### config.mk
export PLATFORM = sky130hd
export DESIGN_NAME = bus_dma_master
export DESIGN_NICKNAME = d
export VERILOG_FILES = /design/src/rtl/bus_dma_master.sv
export SDC_FILE = /design/constraint.sdc
export NUM_CORES = 1
export LEC_CHECK = 0
export ABC_AREA = 1
export CAP_MARGIN = 20
export CORE_ASPECT_RATIO = 2
export CORE_MARGIN = 2
export CORE_UTILIZATION = 45
export CTS_CLUSTER_SIZE = 12
export DETAILED_ROUTE_END_ITERATION = 10
export GPL_TIMING_DRIVEN = 1
export PLACE_DENSITY = 0.8
export SKIP_CTS_REPAIR_TIMING = 1
export SYNTH_ARGS = -nofsm -noshare
export SYNTH_HDL_FRONTEND = slang
export SYNTH_SLANG_ARGS = --single-unit
### constraint.sdc
create_clock -name clk -period 3.9 [get_ports clk]
set_input_delay 0.585 -clock clk [delete_from_list [all_inputs] [get_ports clk]]
set_output_delay 0.585 -clock clk [all_outputs]
set_load 0.02 [all_outputs]
### src/rtl/bus_dma_master.sv
// Single-master block copy engine: reads one word from src+i, writes it to dst+i, repeats.
// A grant loss during a read or write sends the current word back through REQ.
module bus_dma_master #(
  parameter int unsigned LEN_W = 8
) (
  input  logic             clk,
  input  logic             reset_n,
  input  logic             start,
  input  logic [15:0]      src_addr,
  input  logic [15:0]      dst_addr,
  input  logic [LEN_W-1:0] length,
  input  logic             m_grant,
  input  logic [63:0]      m_din,
  output logic             m_req,
  output logic             m_wr,
  output logic [15:0]      m_addr,
  output logic [31:0]      m_dout,
  output logic             busy,
  output logic             done
);

  typedef enum logic [2:0] {
    StIdle,
    StReq,
    StRd,
    StCap,
    StWr,
    StDone
  } state_e;

  state_e           r_state;
  state_e           w_state_d;
  logic [15:0]      r_src;
  logic [15:0]      w_src_d;
  logic [15:0]      r_dst;
  logic [15:0]      w_dst_d;
  logic [LEN_W-1:0] r_len;
  logic [LEN_W-1:0] w_len_d;
  logic [LEN_W-1:0] r_idx;
  logic [LEN_W-1:0] w_idx_d;
  logic [31:0]      r_data;
  logic [31:0]      w_data_d;

  logic [15:0]      w_src_cur;
  logic [15:0]      w_dst_cur;
  logic             w_last;
  logic             w_unused_din;

  // Addresses wrap naturally at 16 bits.
  assign w_src_cur    = r_src + 16'(r_idx);
  assign w_dst_cur    = r_dst + 16'(r_idx);
  assign w_last       = (r_idx == (r_len - LEN_W'(1)));
  assign w_unused_din = ^m_din[63:32];

  // Write data only changes at the end of CAP, so it holds its value outside WR.
  assign m_dout = r_data;

  always_comb begin
    w_state_d = r_state;
    w_src_d   = r_src;
    w_dst_d   = r_dst;
    w_len_d   = r_len;
    w_idx_d   = r_idx;
    w_data_d  = r_data;
    m_req     = 1'b0;
    m_wr      = 1'b0;
    m_addr    = 16'h0000;
    busy      = 1'b1;
    done      = 1'b0;

    case (r_state)
      StIdle: begin
        busy = 1'b0;
        if (start) begin
          w_src_d   = src_addr;
          w_dst_d   = dst_addr;
          w_len_d   = length;
          w_idx_d   = '0;
          w_state_d = (length == '0) ? StDone : StReq;
        end
      end

      StReq: begin
        m_req = 1'b1;
        if (m_grant) begin
          w_state_d = StRd;
        end
      end

      StRd: begin
        m_req     = 1'b1;
        m_addr    = w_src_cur;
        w_state_d = m_grant ? StCap : StReq;
      end

      StCap: begin
        m_req  = 1'b1;
        m_addr = w_src_cur;
        if (m_grant) begin
          w_data_d  = m_din[31:0];
          w_state_d = StWr;
        end else begin
          w_state_d = StReq;
        end
      end

      StWr: begin
        m_req  = 1'b1;
        m_wr   = 1'b1;
        m_addr = w_dst_cur;
        if (!m_grant) begin
          // Void write: redo the whole word, read included.
          w_state_d = StReq;
        end else if (w_last) begin
          w_state_d = StDone;
        end else begin
          w_idx_d   = r_idx + LEN_W'(1);
          w_state_d = StRd;
        end
      end

      StDone: begin
        done      = 1'b1;
        w_state_d = StIdle;
      end

      default: begin
        busy      = 1'b0;
        w_state_d = StIdle;
      end
    endcase
  end

  always_ff @(posedge clk or negedge reset_n) begin
    if (!reset_n) begin
      r_state <= StIdle;
      r_src   <= 16'h0000;
      r_dst   <= 16'h0000;
      r_len   <= '0;
      r_idx   <= '0;
      r_data  <= 32'h0000_0000;
    end else begin
      r_state <= w_state_d;
      r_src   <= w_src_d;
      r_dst   <= w_dst_d;
      r_len   <= w_len_d;
      r_idx   <= w_idx_d;
      r_data  <= w_data_d;
    end
  end

endmodule

==> results of run 1 <==
[cells in the mapped netlist, drive strengths merged]
library cell | instances | area, um2
nand2 | 229 | 905
dfrtp | 83 | 2080
nor2 | 59 | 234
inv | 50 | 188
a21oi | 28 | 140
mux2 | 28 | 315
nand3 | 28 | 153
o21ai | 19 | 103
buf | 16 | 93.8
ha | 10 | 125
xor2 | 5 | 43.8
xnor2 | 4 | 35.0
nor3 | 3 | 25.0
clkinv | 2 | 20.0
nand3b | 2 | 15.0
nand4 | 2 | 12.5
nor3b | 2 | 15.0
nor4 | 2 | 12.5
a21o | 1 | 7.51
a31o | 1 | 8.76
a31oi | 1 | 6.26
fa | 1 | 20.0
o22ai | 1 | 6.26
[layer usage]
layer / share of wire [%] / wire length, um
met1: 34 / 3930
met3: 5.4 / 629
met5: 0 / 0
met4: 4.2 / 492
met2: 57 / 6630
[worst min path at each step]
stage / from / end / slack, ns / cells past startpoint
floorplan: reset_n / m_dout[0] / 0.29 / 0
global placement: m_dout[21] / m_dout[21] / 0.45 / 2
detailed placement: m_dout[27] / m_dout[27] / 0.46 / 2
CTS: reset_n / m_dout[4] / 0.47 / 1
global route: reset_n / m_dout[4] / 0.07 / 1
finish: reset_n / m_dout[4] / 0.07 / 1
[registers in the layout, summed over array words and instances (netlist names)]
signal and flops:
m_dout 32, r_dst 16, r_idx 8, r_len 8, r_src 16, r_state 3
[kinds of logic (layout without fill, tap and decap cells)]
| group | after synthesis | after routing | share of synthesized area, % |
|---|---|---|---|
| DFF | 83 | 83 | 45.5 |
| adders and majority gates | 11 | 11 | 3.18 |
| AOI/OAI and AO/OA | 51 | 51 | 5.95 |
| muxes | 28 | 28 | 6.91 |
| xor gates and xnor gates | 9 | 9 | 1.73 |
| buffers and inverters | 68 | 205 | 6.61 |
| and+or+nand+nor | 327 | 327 | 30.1 |
[critical path: stages (launching register included)]
cell,delay [ns]
dfrtp_2,0.44
nor2_2,0.13
nand2_2,0.09
buf_12,0.16
clkinv_8,0.06
buf_4,0.19
nand2_1,0.07
nand2_1,0.08
ha_1,0.27
a21o_1,0.17
inv_1,0.07
nand3b_1,0.11
xor2_1,0.18
nor2_1,0.12
clkdlybuf4s50_1,0.62
[power by group through the flow]
stage,sequential (mW),clock (mW),combinational (mW)
floorplan,1.60,0,1.22
global placement,1.44,0,2.21
detailed placement,1.46,0,2.27
CTS,1.45,0.795,2.29
global route,1.50,0.835,2.49
finish,1.46,0.783,2.27
[area by class of cell]
class	instances	area [um2]
Fill cell	860	3690
Multi-Input combinational cell	426	2200
Sequential cell	83	2080
Timing Repair Buffer	137	1400
Clock buffer	10	229
Inverter	52	208
Tap cell	135	169
Clock inverter	6	50.0
[stage by stage]
| stage | util, % | setup TNS [ns] | power [mW] |
|---|---|---|---|
| 2_1_floorplan | - | 0 | 2.83 |
| 3_3_place_gp | 59.7 | 0 | 3.65 |
| 3_5_place_dp | 59.7 | 0 | 3.74 |
| 4_1_cts | 62.5 | -0.712 | 4.54 |
| 5_1_grt | 63.2 | 0 | 4.82 |
| 6_report | 63.2 | 0 | 4.51 |
==> run_results.csv, run 1 <==
group,metric,value,unit
cts,cts.clk_slew.worst_paths,0.07,ns
global_route,grt_pass1_vias,4362,
sta,tightest_slew,0.954,ns
pwr,seqPwrFrac,32.3,%
synthesis,synth_cells,577,
sta,hold_viol_final,0,
pwr,clkPwrFrac,17.4,%
worst_setup_path,required,3.31,ns
placement,portBuffers,127,
layout,nets,828,
worst_setup_path,cp-endpoint,"m_addr[7]",
worst_setup_path,rr_startpoint,"r_state[2]",
cts,htree_levels,3,
sta,clock.fmax,271,MHz
sta,finalSetupViolCount,0,
worst_setup_path,critPathKind,"reg2out",
synthesis,yosysWarnings,0,
placement,placed_cells,831,
pwr,power.density,712,mW/mm2
synthesis,synthesis.nets,696,
floorplan,initial_core_util,45.5,%
layout,drive_above_1_share,11.5,%
drt,drtIter0Drc,203,
sta,fin_crit,3.69,ns
sta,slew_headroom,36.4,%
global_route,grt_pass1_wl,19.6,mm
drt,vias,4192,
pwr,pwr-share-comb,50.3,%
synthesis,yosysUniqueCellTypes,35,
drt,vias_per_cell,4.94,
placement,dpl_worst_slack,0.185,ns
floorplan,io_pins,160,
cts,clock_latency,0.33,ns
sta,finalClockSkew,0.00664,ns
placement,placed_area,0.00598,mm2
global_route,antenna_found_initial,0,
placement,dp_hpwl,9.01,mm
sta,hold_ws,0.0748,ns
sta,rsz0062_at_grt,"false",
sta,worst_slack,0.211,ns
worst_setup_path,r2r-end,"r_src[15]",
floorplan,core_area,0.0100,mm2
synthesis,synth_seq_cells,83,
pwr,ir_drop,0.541,mV
synthesis,ys_seq_area_share,45.5,%
layout,layoutNonFillerInstCount,849,
worst_setup_path,startpoint_type,"register",
drt,antenna_left,0,
cts,cts.sinks,83,
worst_setup_path,startpoint,"r_state[0]",
layout,area_growth_syn_to_layout,38.8,%
placement,gp_congestion,0.902,
outcome,status,"finished clean",
synthesis,syn_area,0.00456,mm2
layout,design_area,0.00633,mm2
layout,final_cell_mix,"nand2_1 (218), clkdlybuf4s50_1 (117), dfrtp_1 (82)",
worst_setup_path,endpoint_kind,"primary output",
pwr,power_switching_share,40.7,%
cts,cts_buffers,9,
global_route,use_met1,24.0,%
global_route,grt_util_met2,41.3,%
pwr,p_leak,3.20,nW
min_path,hp-class,"in2async",
sta,slew_violations,0,
worst_setup_path,rrSetupSlack,1.73,ns
drt,dr.pass1.iters,4,
drt,drc_errors,0,
global_route,grt_most_used_layer,"met2",
pwr,p_int,2.67,mW
cts,cts_root_buf,"clkbuf_16",
flow_run,maxCapViolations,0,
layout,final_common_cell,"nand2_1",
floorplan,design.die.area,0.0110,mm2
global_route,globalRouteOverflowTotal,0,
cts,cts_tree,"done",
synthesis,postSynthAreaPerCell,7.90,um2
worst_setup_path,worst-r2r-cell-count,6,
drt,wl_per_cell,13.8,um
cts,clock_path_buffers,2,
drt,wirelength,11.7,mm
worst_setup_path,critPathArrivalTime,3.10,ns
layout,antenna_cells,0,
global_route,grt_use_met3,4.62,%
sta,fin_crit_sh,94.6,%
global_route,grtUsageTotal,23.0,%
global_route,grt_max_degree,84,
floorplan,die_w,75.2,um
worst_setup_path,cp_max_fo,15,
floorplan,fp-row-count,52,
pwr,power_switching,1.84,mW
floorplan,die_y,146,um
(Power assumes the default switching activity.)
==> inputs of run 2 (changes only) <==
--- a/config.mk
+++ b/config.mk
@@ -8,7 +8,7 @@
 export ABC_AREA = 1
 export CAP_MARGIN = 20
 export CORE_ASPECT_RATIO = 2
-export CORE_MARGIN = 2
+export CORE_MARGIN = 3
 export CORE_UTILIZATION = 45
 export CTS_CLUSTER_SIZE = 12
 export DETAILED_ROUTE_END_ITERATION = 10
==> constraint.sdc (replaced) <==
create_clock -name clk -period 4.6 [get_ports clk]
set_input_delay 0.69 -clock clk [delete_from_list [all_inputs] [get_ports clk]]
set_output_delay 0.69 -clock clk [all_outputs]
set_load 0.02 [all_outputs]
==> run_results.csv, run 2 (synthesis gave the netlist of run 1 again) <==
group,metric,value,unit
floorplan,core_area,0.00983,mm2
placement,dp_hpwl,8.74,mm
sta,setup_tns,0,ns
worst_setup_path,critPathKind,"reg2out",
sta,clock.fmax,238,MHz
sta,rsz0062_at_grt,"false",
cts,cts.clk_slew.worst_paths,0.06,ns
placement,placed_area,0.00593,mm2
layout,fill_cells,830,
drt,vias,4195,
worst_setup_path,endpoint_kind,"primary output",
worst_setup_path,startpoint_type,"register",
floorplan,design.die.area,0.0115,mm2
global_route,grtUsageTotal,20.9,%
floorplan,die_w,77.2,um
sta,finalClockSkew,0.00300,ns
placement,dpl_worst_slack,0.618,ns
layout,regArea,0.00208,mm2
layout,area_growth_syn_to_layout,37.8,%
drt,drtIter0Drc,285,
global_route,antenna_found_initial,0,
cts,cts.sinks,83,
worst_setup_path,critPathArrivalTime,3.52,ns
layout,largest_reg_flops,32,
sta,hold_viol_final,0,
drt,wl_per_cell,13.7,um
drt,wirelength,11.6,mm
drt,dr.pass1.iters,6,
cts,clock_latency,0.33,ns
floorplan,initial_core_util,46.4,%
layout,layoutNonFillerInstCount,841,
layout,final_cell_mix,"nand2_1 (219), clkdlybuf4s50_1 (126), dfrtp_1 (83)",
layout,final_common_cell,"nand2_1",
floorplan,fp-row-count,51,
drt,vias_per_cell,4.99,
pwr,power.density,615,mW/mm2
placement,portBuffers,127,
global_route,grt_pass1_wl,19.4,mm
placement,gp_congestion,0.910,
cts,cts_root_buf,"clkbuf_16",
pwr,finalPower,3.86,mW
worst_setup_path,cp_max_fo,16,
global_route,grt_pass1_vias,4393,
sta,finalSetupViolCount,0,
sta,fin_crit,4.21,ns
cts,cts_tree,"done",
layout,multi_input_area,0.00219,mm2
sta,slew_headroom,37.4,%
placement,placed_cells,823,
global_route,grt_max_degree,84,
drt,drc_errors,0,
pwr,p_leak,3.06,nW
layout,drive_above_1_share,10.4,%
sta,worst_slack,0.391,ns
layout,design_area,0.00628,mm2
layout,antenna_cells,0,
sta,tightest_slew,0.939,ns
floorplan,io_pins,160,
flow_run,maxCapViolations,0,
cts,cts_buffers,9,
floorplan,die_y,148,um
outcome,status,"finished clean",
drt,antenna_left,0,
worst_setup_path,required,3.91,ns
cts,clock_path_buffers,2,
sta,fin_crit_sh,91.5,%
pwr,ir_drop,0.396,mV
sta,slew_violations,0,
global_route,globalRouteOverflowTotal,0,
cts,htree_levels,3,
layout,nets,823,
min_path,hp-class,"in2async",
==> run 2: cell type report <==
type	instances	share of cell area, %
clock buffer	10	3.80
clock inverter	6	1.02
inverter	52	3.31
multi-input combinational	426	34.9
sequential	83	33.1
tap	132	2.63
timing repair buffer	132	21.3
==> run 2: worst max-delay path, cell delays in order, from the launching register on <==
cell and delay (ns):
dfrtp_1 0.43, nor2_2 0.18, nand2_4 0.17, clkinv_8 0.14, nand2_1 0.06, nand2_1 0.06, ha_1 0.18, inv_1 0.06
fa_1 0.35, inv_1 0.09, nand3_1 0.07, nand2_1 0.14, a21oi_1 0.14, nor2_1 0.19, nand2_1 0.07, nand2_1 0.09
o21ai_0 0.11, nand2_1 0.08, inv_1 0.04, clkdlybuf4s50_1 0.52
==> run 2: where the power goes <==
| part | internal (mW) | total [mW] | leakage (nW) | switching, mW |
|---|---|---|---|---|
| registers | 1.05 | 1.23 | 1.01 | 0.187 |
| clock network | 0.435 | 0.721 | 0.145 | 0.286 |
| logic | 0.845 | 1.91 | 1.90 | 1.07 |
| total | 2.33 | 3.86 | 3.06 | 1.54 |
==> run 2: path summary, 6_finish.rpt <==
check / cells after the start / to / slack [ns] / start
min in group clk: 2 / m_dout[18] / 0.47 / m_dout[18]
max in group asynchronous: 2 / r_len[6] / 3.75 / reset_n
max: 19 / m_addr[12] / 0.39 / r_state[0]
min reg2reg: 2 / m_dout[18] / 0.47 / m_dout[18]
max reg2reg: 10 / r_state[0] / 2.33 / r_state[0]
min: 1 / r_dst[11] / 0.25 / reset_n
==> run 2: per-stage QoR <==
step / hold slack (ns) / utilization, %
global placement: 0.452 / 60.3
CTS: 0.473 / 63.4
floorplan: 0.394 / -
finish: 0.254 / 63.9
detailed placement: 0.459 / 60.3
global route: 0.274 / 63.9
==> run 2: metal layers <==
metal	global-route usage (%)	share of wire, %	vias up
li1	-	-	2070
met1	20.7	35	1962
met2	40.3	57	137
met3	5.70	6.3	26
met4	7.93	2.5	0
met5	0	0	-
==> inputs of run 3 (changes only) <==
--- a/config.mk
+++ b/config.mk
@@ -14,6 +14,7 @@
 export DETAILED_ROUTE_END_ITERATION = 10
 export GPL_TIMING_DRIVEN = 1
 export PLACE_DENSITY = 0.8
+export SETUP_SLACK_MARGIN = 0.15
 export SKIP_CTS_REPAIR_TIMING = 1
 export SYNTH_ARGS = -nofsm -noshare
 export SYNTH_HDL_FRONTEND = slang
==> run_results.csv, run 3 (synthesis gave the netlist of run 1 again) <==
group,metric,value,unit
outcome,status,"finished clean",
flow_run,maxCapViolations,0,
sta,rsz0062_at_grt,"false",
floorplan,initial_core_util,46.4,%
global_route,antenna_found_initial,0,
floorplan,die_y,148,um
pwr,power.density,613,mW/mm2
layout,nets,825,
worst_setup_path,startpoint_type,"register",
sta,hold_viol_final,0,
worst_setup_path,cp-endpoint,"m_addr[12]",
worst_setup_path,r2r-end,"r_state[0]",
worst_setup_path,startpoint,"r_state[0]",
cts,cts_root_buf,"clkbuf_16",
min_path,hp-class,"in2async",
pwr,ir_drop,0.396,mV
cts,cts.sinks,83,
layout,final_cell_mix,"nand2_1 (219), clkdlybuf4s50_1 (126), dfrtp_1 (83)",
global_route,grt_max_degree,84,
placement,gp_congestion,0.910,
worst_setup_path,critPathKind,"reg2out",
worst_setup_path,critPathMaxStageDelay,0.52,ns
cts,cts.clk_slew.worst_paths,0.06,ns
cts,clock_path_buffers,2,
pwr,finalPower,3.87,mW
drt,wirelength,11.6,mm
sta,tightest_slew,0.946,ns
layout,area_growth_syn_to_layout,38.4,%
drt,dr.pass1.iters,6,
worst_setup_path,critPathArrivalTime,3.46,ns
worst_setup_path,cp_common_cell,"nand2_1",
worst_setup_path,worst-r2r-cell-count,11,
layout,largest_reg_flops,32,
floorplan,core_area,0.00983,mm2
sta,setup_tns,0,ns
placement,dp_hpwl,8.74,mm
sta,finalSetupViolCount,0,
layout,final_util,64.2,%
layout,drive_above_1_share,10.7,%
sta,fin_crit_sh,90.1,%
worst_setup_path,endpoint_kind,"primary output",
global_route,grt_pass1_vias,4393,
sta,fin_crit,4.15,ns
cts,cts_tree,"done",
floorplan,design.die.area,0.0115,mm2
worst_setup_path,path_cells,"nor2_2 > nand2_4 > buf_12 > o21ai_0 > inv_1 > fa_1 > inv_1 > nand3_1 > nand2_1 > a21oi_1 > nor2_1 > nand2_1 > nand2_1 > o21ai_0 > nand2_1 > inv_1 > clkdlybuf4s50_1",
cts,clock_latency,0.33,ns
drt,drtIter0Drc,245,
worst_setup_path,rr_startpoint,"r_state[0]",
cts,cts_buffers,9,
layout,final_common_cell,"nand2_1",
global_route,grtUsageTotal,20.9,%
floorplan,fp-row-count,51,
layout,antenna_cells,0,
worst_setup_path,slowest_stage,"clkdlybuf4s50_1",
drt,antenna_left,0,
sta,slew_violations,0,
placement,placed_cells,823,
global_route,grt_pass1_wl,19.4,mm
sta,slew_headroom,36.9,%
placement,portBuffers,127,
layout,layoutNonFillerInstCount,843,
worst_setup_path,rrSetupSlack,2.29,ns
cts,htree_levels,3,
drt,vias,4208,
pwr,p_leak,3.07,nW
global_route,globalRouteOverflowTotal,0,
worst_setup_path,cp_max_fo,11,
worst_setup_path,required,3.91,ns
drt,drc_errors,0,
floorplan,die_w,77.2,um
sta,clock.fmax,241,MHz
drt,wl_per_cell,13.7,um
sta,finalClockSkew,0.00258,ns
drt,vias_per_cell,4.99,
floorplan,io_pins,160,
## run 3: worst min-delay path by stage
stage / end / slack, ns / cells past startpoint
6_report: r_dst[11] / 0.26 / 1
5_1_grt: r_dst[11] / 0.27 / 1
4_1_cts: m_dout[18] / 0.47 / 2
3_5_place_dp: m_dout[18] / 0.46 / 2
3_3_place_gp: m_dout[13] / 0.45 / 2
2_1_floorplan: m_dout[0] / 0.39 / 0
## run 3: final cells by class
type,instances,area (um2)
Inverter,52,208
Multi-Input combinational cell,426,2190
Tap cell,132,165
Timing Repair Buffer,134,1370
Clock buffer,10,239
Clock inverter,6,63.8
Fill cell,821,3520
Sequential cell,83,2080
## run 3: metal layers
metal | vias up | wire [um] | global-route usage [%]
met2 | 134 | 6560 | 40.3
met4 | 0 | 280 | 7.93
met3 | 28 | 722 | 5.70
met1 | 1968 | 4020 | 20.7
met5 | - | 0 | 0
li1 | 2078 | - | -
## run 3: critical path: cells and delay by family, from the launching register on
family                     cells  cell delay, ns
AOI/OAI and AO/OA              3            0.48
adders and majority gates      1            0.38
buffers and inverters          5            0.91
DFF                            1            0.43
and+or+nand+nor                8            0.91
## run 3: power breakdown
part / internal (mW) / switching, mW / leakage, nW
clock network: 0.435 / 0.285 / 0.145
registers: 1.05 / 0.187 / 1.01
logic: 0.849 / 1.07 / 1.91
## run 3: through the flow
step	setup slack [ns]	cell area (um2)	hold slack, ns
after floorplan	1.34	4560	0.394
after global placement	0.713	5930	0.452
final	0.453	6310	0.255
after CTS	0.249	6230	0.473
after global routing	0.160	6310	0.274
after detailed placement	0.618	5930	0.459
